$ cat src/rtl/serial_adder_defs.vh
// serial_adder_defs.vh
//   State encodings shared by the serial adder FSM. The file is included
//   inside serial_adder_pkg, so these constants are package-scoped.
`ifndef SERIAL_ADDER_DEFS_VH
`define SERIAL_ADDER_DEFS_VH

localparam logic [1:0] S_IDLE  = 2'd0;
localparam logic [1:0] S_SHIFT = 2'd1;
localparam logic [1:0] S_DONE  = 2'd2;

`endif

$ cat src/rtl/serial_adder_pkg.sv
// serial_adder_pkg
//   Shared types for the bit-serial adder: the FSM state enum, whose
//   encodings come from serial_adder_defs.vh.
package serial_adder_pkg;

  `include "serial_adder_defs.vh"

  typedef enum logic [1:0] {
    ST_IDLE  = S_IDLE,
    ST_SHIFT = S_SHIFT,
    ST_DONE  = S_DONE
  } state_t;

endpackage

$ cat src/rtl/serial_add_bit.sv
// serial_add_bit
//   Combinational 1-bit full-adder slice used once per clock by the
//   serial adder.
// Ports:
//   a, b, cin : input bits of the current bit position
//   sum       : a ^ b ^ cin
//   carry     : majority(a, b, cin)
module serial_add_bit (
  input  logic a,
  input  logic b,
  input  logic cin,
  output logic sum,
  output logic carry
);

  // Full-adder sum and majority carry.
  always_comb begin
    sum   = a ^ b ^ cin;
    carry = (a & b) | (a & cin) | (b & cin);
  end

endmodule

$ cat src/rtl/serial_adder.sv
// serial_adder
//   Bit-serial WIDTH-bit adder. Operands are captured in parallel on an
//   accepted start. One bit pair per clock is added LSB-first through a
//   single full-adder slice and a carry flop. The assembled word is then
//   presented in parallel together with a one-cycle done pulse.
//   Optional feature macro: SERIAL_ADDER_SUB_EN. When it is defined, the
//   block gets a `sub` input. With sub=1 the block computes a - b: ~b is
//   loaded and the carry flop is forced to 1. carry=1 then means no
//   borrow.
// Ports:
//   clk   : rising-edge clock
//   rst   : asynchronous active-high reset
//   start : request, sampled only in IDLE or DONE
//   a, b  : WIDTH-bit operands, captured on an accepted start
//   cin   : carry-in, captured on an accepted start (ignored when sub=1)
//   sub   : (SERIAL_ADDER_SUB_EN only) subtract select, captured on start
//   sum   : registered result, holds until the next completion
//   carry : registered carry-out, holds until the next completion
//   busy  : high while shifting
//   done  : one-cycle completion pulse
module serial_adder
  import serial_adder_pkg::*;
#(
  parameter int WIDTH = 8
) (
  input  logic             clk,
  input  logic             rst,
  input  logic             start,
  input  logic [WIDTH-1:0] a,
  input  logic [WIDTH-1:0] b,
  input  logic             cin,
`ifdef SERIAL_ADDER_SUB_EN
  input  logic             sub,
`endif
  output logic [WIDTH-1:0] sum,
  output logic             carry,
  output logic             busy,
  output logic             done
);

  localparam int CW = (WIDTH > 2) ? $clog2(WIDTH) : 1;
  localparam logic [CW-1:0] CNT_LAST = CW'(WIDTH - 1);

  state_t           state;
  state_t           state_nx;
  logic [WIDTH-1:0] a_sr;
  logic [WIDTH-1:0] b_sr;
  // Holds the WIDTH-1 result bits produced so far. The final bit joins
  // them on the last edge.
  logic [WIDTH-2:0] s_sr;
  logic [WIDTH-1:0] s_shift;
  logic             c_ff;
  logic [CW-1:0]    cnt;
  logic [WIDTH-1:0] b_load;
  logic             c_load;
  logic             bit_sum;
  logic             bit_carry;
  logic             last_bit;

  // Single full-adder slice working on the current LSBs.
  serial_add_bit u_add_bit (
    .a     (a_sr[0]),
    .b     (b_sr[0]),
    .cin   (c_ff),
    .sum   (bit_sum),
    .carry (bit_carry)
  );

  // Operand B and carry-in as they are loaded on an accepted start.
  always_comb begin
    b_load = b;
    c_load = cin;
`ifdef SERIAL_ADDER_SUB_EN
    if (sub) begin
      // Two's complement subtract: a + ~b + 1.
      b_load = ~b;
      c_load = 1'b1;
    end else begin
      b_load = b;
      c_load = cin;
    end
`endif
  end

  // New sum bit enters at the top. The shift register and the final word
  // both take their bits from this view.
  always_comb begin
    s_shift  = {bit_sum, s_sr};
    last_bit = (cnt == CNT_LAST);
  end

  // Next-state logic.
  always_comb begin
    state_nx = state;
    case (state)
      ST_IDLE: begin
        if (start) state_nx = ST_SHIFT;
        else       state_nx = ST_IDLE;
      end
      ST_SHIFT: begin
        if (last_bit) state_nx = ST_DONE;
        else          state_nx = ST_SHIFT;
      end
      ST_DONE: begin
        if (start) state_nx = ST_SHIFT;
        else       state_nx = ST_IDLE;
      end
      default: state_nx = ST_IDLE;
    endcase
  end

  // State register.
  always_ff @(posedge clk or posedge rst) begin
    if (rst) state <= ST_IDLE;
    else     state <= state_nx;
  end

  // Operand capture and per-bit shifting of the datapath.
  always_ff @(posedge clk or posedge rst) begin
    if (rst) begin
      a_sr <= {WIDTH{1'b0}};
      b_sr <= {WIDTH{1'b0}};
      s_sr <= {(WIDTH-1){1'b0}};
      c_ff <= 1'b0;
      cnt  <= {CW{1'b0}};
    end else begin
      case (state)
        ST_IDLE, ST_DONE: begin
          if (start) begin
            a_sr <= a;
            b_sr <= b_load;
            c_ff <= c_load;
            cnt  <= {CW{1'b0}};
          end
        end
        ST_SHIFT: begin
          a_sr <= {1'b0, a_sr[WIDTH-1:1]};
          b_sr <= {1'b0, b_sr[WIDTH-1:1]};
          s_sr <= s_shift[WIDTH-1:1];
          c_ff <= bit_carry;
          cnt  <= cnt + CW'(1);
        end
        default: begin
          cnt <= {CW{1'b0}};
        end
      endcase
    end
  end

  // Result registers update only on the final shift edge.
  always_ff @(posedge clk or posedge rst) begin
    if (rst) begin
      sum   <= {WIDTH{1'b0}};
      carry <= 1'b0;
    end else if ((state == ST_SHIFT) && last_bit) begin
      sum   <= s_shift;
      carry <= bit_carry;
    end
  end

  // Status outputs are registered copies of the upcoming state.
  always_ff @(posedge clk or posedge rst) begin
    if (rst) begin
      busy <= 1'b0;
      done <= 1'b0;
    end else begin
      busy <= (state_nx == ST_SHIFT);
      done <= (state_nx == ST_DONE);
    end
  end

endmodule

$ cat config.mk
export PLATFORM = sky130hd
export DESIGN_NAME = serial_adder
export DESIGN_NICKNAME = d
export VERILOG_FILES = /design/src/rtl/serial_adder_pkg.sv /design/src/rtl/serial_add_bit.sv /design/src/rtl/serial_adder.sv
export VERILOG_INCLUDE_DIRS = /design/src /design/src/rtl
export SDC_FILE = /design/constraint.sdc
export NUM_CORES = 1
export LEC_CHECK = 0
export BUFFER_PORTS_ARGS = -buffer_cell sky130_fd_sc_hd__buf_4
export CAP_MARGIN = 20
export CELL_PAD_IN_SITES_DETAIL_PLACEMENT = 0
export CELL_PAD_IN_SITES_GLOBAL_PLACEMENT = 1
export CORE_UTILIZATION = 25
export DETAILED_ROUTE_END_ITERATION = 10
export PLACE_DENSITY = 0.5
export SLEW_MARGIN = 20
export SYNTH_ARGS = -nofsm -noshare
export SYNTH_HDL_FRONTEND = slang
export SYNTH_SLANG_ARGS = --single-unit
export TNS_END_PERCENT = 1
$ cat constraint.sdc
create_clock -name clk -period 1.66 [get_ports clk]
set_input_delay 0.083 -clock clk [delete_from_list [all_inputs] [get_ports clk]]
set_output_delay 0.083 -clock clk [all_outputs]
set_load 0.01 [all_outputs]
== Word-level counts from Yosys, hierarchy flattened ==
Cells that the tools add are included.
Word-level totals
  output and inout bits: 11
  flip-flop bits (word level): 40
  memories kept: 0
  bits in latches: 0
  memory bits (writable): 0
  word-level logic and storage cells: 40
  bits in read-only memories: 0
Operators by class
  multiply operators: 0
  reduce and logical (&&, ||, !) cells: 5
  $add $sub $neg: 1
  multiplexer cells: 11
  shifts and indexed selects: 0
  divide/modulo/power cells: 0
  equal/unequal tests: 6
  bitwise logic cells: 7
  order comparisons: 0
Operators with widths (count)
  8-bit case mux with 2 select lines: 2
  8-bit two-way mux: 2
  3-bit case mux with 2 select lines: 1
  2-bit by 1-bit == test with 1-bit output, second input constant: 2
  2-bit == test, second input constant: 2
  2-bit case mux with 2 select lines: 1
  3-bit by 1-bit adder with 3-bit output, second input constant: 1
  1-bit AND: 3
  3-bit == test, second input constant: 1
  3-bit two-way mux: 1
  2-bit logical NOT: 1
  1-bit two-way mux: 2
  2-bit two-way mux: 1
  2-bit by 1-bit inequality test with 1-bit output, second input constant: 1
  1-bit bitwise OR: 2
  1-bit case mux with 2 select lines: 1
  2-bit AND reduction: 1
  2-bit nonzero test: 1
  2-bit OR reduction: 1
  1-bit bitwise XOR: 2
  1-bit logical AND: 1

== Depth between registers and ports, before layout ==
  depth after elaboration: 4
  gate-level depth with buffers: 5
  mapped depth without buffers: 4

== Hierarchy ==
Synthesis repeated with hierarchy kept, for this count alone.
Second synthesis, totals
  cell total of the unflattened synthesis: 147
  area total of the unflattened synthesis: 1680.4 um2
By module, submodules not included
  serial_adder: area each 1660.3 um2, cells an instance 146, times used 1
  serial_add_bit: area each 20.0 um2, cells an instance 1, times used 1

== Least setup slack after synthesis ==
OpenSTA, ideal clock, no wires.
  path type: register -> register
  start point: register cnt[0]
  end point: register carry
  stages on the path, launching flop included: 6
  period minus slack after synthesis: 1.397 ns
  slack: 0.263 ns
  arrival time: 1.273 ns
  library setup time: 0.125 ns
  buffers on the path: 1
  cells stage by stage: dfrtp_1 -> ha_1 -> ha_1 -> and2_4 -> buf_6 -> mux2_2
On the way
  word-level cells in the longest chain between the ends: 2
RTL lines
  from (decl): RTL line serial_adder.sv:53  | logic [CW-1:0] cnt;
  from (signal assigned): RTL line serial_adder.sv:125  | cnt <= {CW{1'b0}};
  from (signal assigned): RTL line serial_adder.sv:133  | cnt <= {CW{1'b0}};
  from (signal assigned): RTL line serial_adder.sv:141  | cnt <= cnt + CW'(1);
  3-bit == test: RTL line serial_adder.sv:89  | last_bit = (cnt == CNT_LAST);
  1-bit logical AND: RTL line serial_adder.sv:155  | end else if ((state == ST_SHIFT) && last_bit) begin
  to (signal assigned): RTL line serial_adder.sv:157  | carry <= bit_carry;
  to (decl): RTL line serial_adder.sv:36  | output logic carry,
No other way between the ends.
A chain may end at the register's enable or synchronous reset.

== Final worst setup path ==
  start point: register cnt[0]
  end point: register sum[7]
On the way
  word-level cells in the longest chain between the ends: 2
RTL lines
  3-bit == test: RTL line serial_adder.sv:89
  1-bit logical AND: RTL line serial_adder.sv:155
  to (signal assigned): RTL line serial_adder.sv:153  | sum <= {WIDTH{1'b0}};
  to (signal assigned): RTL line serial_adder.sv:156  | sum <= s_shift;
  to (decl): RTL line serial_adder.sv:35  | output logic [WIDTH-1:0] sum,
No other way between the ends.

==> flow_summary_export.csv <==
group,metric,value,unit
synthesis,synth_fp_nets,172,
hold_path,hold_path.class,"input port to register",
timing,finalHoldViolCount,0,
job,drv_cap,0,
worst_setup_path,critPathLaunchType,"register",
clock_tree,clock_path_buffers,2,
worst_setup_path,reg2regPathDepth,4,
floorplanning,fp.dieW,83.9,um
worst_setup_path,critPathCaptureType,"register",
synthesis,synth.largest_area_cell,"sky130_fd_sc_hd__dfrtp_1",
hold_path,worstHoldStart,"a[5]",
pwr,finalPower,3890,uW
worst_setup_path,rrSetupSlack,230,ps
synthesis,ys_types,23,
timing,finalCritPeriodShare,85.9,%
pwr,power-per-cell-area,1820,nW/um^2
synthesis,yosys_most_used_dff,"sky130_fd_sc_hd__dfrtp_1",
finish,finish.utilization,33.2,%
drt,route.antenna.remaining_nets,0,
global_route,grt_overflow,0,
placed_design,numPortBuffers,30,
finish,finalNetCount,207,
timing,timing.slew.headroom,65.7,%
synthesis,adder_and_majority_cell_fraction_of_the_synthesized_area,2.69,%
worst_setup_path,path_max_fanout,10,
hold_path,hold_path_end,"a_sr[5]",
synthesis,post_synth.cell_area_avg,11.2,um^2
global_route,grt_max_degree,41,
worst_setup_path,arrival,1600,ps
synthesis,ys_top_cells_by_count,"sky130_fd_sc_hd__dfrtp_1 (40), sky130_fd_sc_hd__nand2_1 (23), sky130_fd_sc_hd__a21oi_1 (14), sky130_fd_sc_hd__inv_1 (12), sky130_fd_sc_hd__o22ai_1 (10)",
placed_design,routabilityCongestion,0.731,
synthesis,ff_latch_count_synth,40,
synthesis,largest_family_of_logic_cells_by_synthesized_area,"compound AO/OA/AOI/OAI gates",
drt,first_pass_iters,7,
clock_tree,tritoncts_sinks,40,
synthesis,ys_seq_area_share,59.7,%
global_route,global_route.usage.total,10.5,%
outcome,run_status,"finished, violations left",
finish,layout_cell_share_with_drive_strength_beyond_1,28.1,%
worst_setup_path,rr_endpoint,"sum[7]",
synthesis,synth_compound_area_share,14.1,%
synthesis,top_count_cell_post_synth,"sky130_fd_sc_hd__dfrtp_1",
pwr,worst_ir_drop_vdd,0.000661,V
synthesis,post_synth_xor_area_fraction,0,%
global_route,grt_pass1_wl,5780,um
timing,finalWorstPathRequiredPeriod,1430,ps
pwr,power_leakage,0.00104,uW
placed_design,post-dp-hpwl,2230,um
drt,vias_per_cell,4.43,
worst_setup_path,worst_ep_required_time,1840,ps
floorplanning,placementRows,29,
timing,whs,51.5,ps
drt,first_iter_violations,49,
outcome,failed_checks,"design-rule violations",
synthesis,synth_cells,149,
timing,rsz_0062_raised_after_global_routing,"false",
synthesis,muxShareOfSynthArea,8.44,%
clock_tree,clkTransAtPathRegs,80,ps
global_route,grt_antenna_before_repair,0,
finish,antenna-diode-count,0,
drt,final_routed_wirelength_across_all_metal_layers,3310,um
synthesis,synth.top_cells.by_area,"sky130_fd_sc_hd__dfrtp_1 (60%), sky130_fd_sc_hd__mux2_2 (6.0%), sky130_fd_sc_hd__nand2_1 (5.2%)",
clock_tree,clock_tree.root_cell,"sky130_fd_sc_hd__clkbuf_8",
floorplanning,floorplan.io_pins,31,
synthesis,synth_simple_gate_area_share,9.26,%
worst_setup_path,timing_worst_setup_path_type,"register to register",
synthesis,post-synth-top-area-fraction,59.7,%
clock_tree,htreeDepth,2,
worst_setup_path,reg2reg_from,"cnt[0]",
clock_tree,tritoncts_clock_tree,"done",
timing,timing_worst_slew_pin_value,515,ps
synthesis,synth_edf_count,0,
floorplanning,initial_utilization,26.1,%
timing,totalNegativeSetupSlack,0,ps
finish,area.growth.synth_to_final,27.3,%
drt,drt-wirelength-per-cell,12.6,um
timing,timing.final.ws_setup,234,ps
clock_tree,worst_skew_pair_latency,290,ps
drt,post-route-drc-count,4,
synthesis,async_flop_share,100,%
global_route,grt_pass1_vias,1210,
timing,skew,4.66,ps
synthesis,synth_warnings,0,
floorplanning,design.core.area,6420,um^2
floorplanning,floorplan.die_area,7030,um^2
timing,maximum_clock_frequency,701,MHz
timing,setup_violations,0,
clock_tree,cts_repair_resize_count,0,
synthesis,synth_area,1680,um^2
hold_path,hold_path_depth,3,
clock_tree,cts-buffers-inserted,5,
placed_design,dpl_worst_slack,242,ps
drt,dr_vias,1161,
timing,final-max-slew-violation-count,0,
floorplanning,die-height,83.9,um
critical path, cell delays in order, from the launching register on:
cell	delay [ps]
sky130_fd_sc_hd__dfrtp_1	370
sky130_fd_sc_hd__ha_1	150
sky130_fd_sc_hd__ha_1	190
sky130_fd_sc_hd__and2_4	250
sky130_fd_sc_hd__mux2_2	350
area by class of cell:
| type | instances | area (um^2) |
|---|---|---|
| multi-input cells | 88 | 578 |
| inverters | 12 | 45.0 |
| well taps | 77 | 96.3 |
| repair buffers | 37 | 285 |
| clock inverters | 1 | 30.0 |
| flip-flops and latches | 40 | 1000 |
| clock buffers | 7 | 96.3 |
| fillers | 655 | 4290 |
kinds of logic (layout without fill, tap and decap cells):
logic type,count (synthesis),after routing
buffers and inverters,21,57
adders and majority gates,3,3
muxes,13,13
AOI/OAI and AO/OA,38,38
DFF,40,40
and+or+nand+nor,34,34
worst max-delay path by stage:
stage,start,endpoint
after floorplan,cnt[0],carry
after global placement,state[1],carry
after detailed placement,cnt[0],sum[3]
after CTS,state[0],sum[7]
after global routing,cnt[0],sum[7]
final,cnt[0],sum[7]
metal layers:
metal / wire, um / up-vias / GRT usage, %
met4: 18 / 0 / 1.41
met5: 0 / - / 0
met3: 162 / 2 / 4.15
li1: - / 571 / -
met2: 1530 / 30 / 17.0
met1: 1600 / 558 / 13.7
where the power goes:
| group | internal [uW] | switching (uW) | leakage, uW |
|---|---|---|---|
| sequential | 1410 | 279 | 0.000488 |
| combinational | 674 | 658 | 0.000483 |
| clock | 530 | 338 | 0.0000645 |
state kept, by name, summed over array words and instances, names as in the netlist:
signal	flops
busy	1
state	2
sum	8
c_ff	1
cnt	3
b_sr	8
done	1
s_sr	7
a_sr	8
carry	1
what timing repair did:
action	CTS	global route
hold endpoints to repair	41	1
buffers inserted	0	0
hold buffers	2	1
through the flow:
stage               area (um^2)  cells
CTS                        2120    261
detailed placement         1980    251
floorplan                  1680    149
global placement           1980    251
global route               2130    262
finish                     2130    262
placed cells by master, fill, tap and decap left out, drive strengths merged:
| master | Yosys | routed |
|---|---|---|
| o32ai | 1 | 1 |
| nor2 | 1 | 1 |
| ha | 2 | 2 |
| a21oi | 14 | 14 |
| a21o | 2 | 2 |
| clkbuf | 2 | 7 |
| buf | 7 | 34 |
| a22o | 4 | 4 |
| and2 | 2 | 2 |
| nand2b | 2 | 2 |
| mux2i | 4 | 4 |
| o22ai | 10 | 10 |
| bufinv | 0 | 1 |
| nor2b | 6 | 6 |
| fa | 1 | 1 |
| mux2 | 9 | 9 |
| o21ai | 3 | 3 |
| nand2 | 23 | 23 |
| inv | 12 | 12 |
| dfrtp | 40 | 40 |
| dlygate4sd3 | 0 | 3 |
| a211oi | 4 | 4 |
Note: power is estimated with default switching activity, not from simulation.
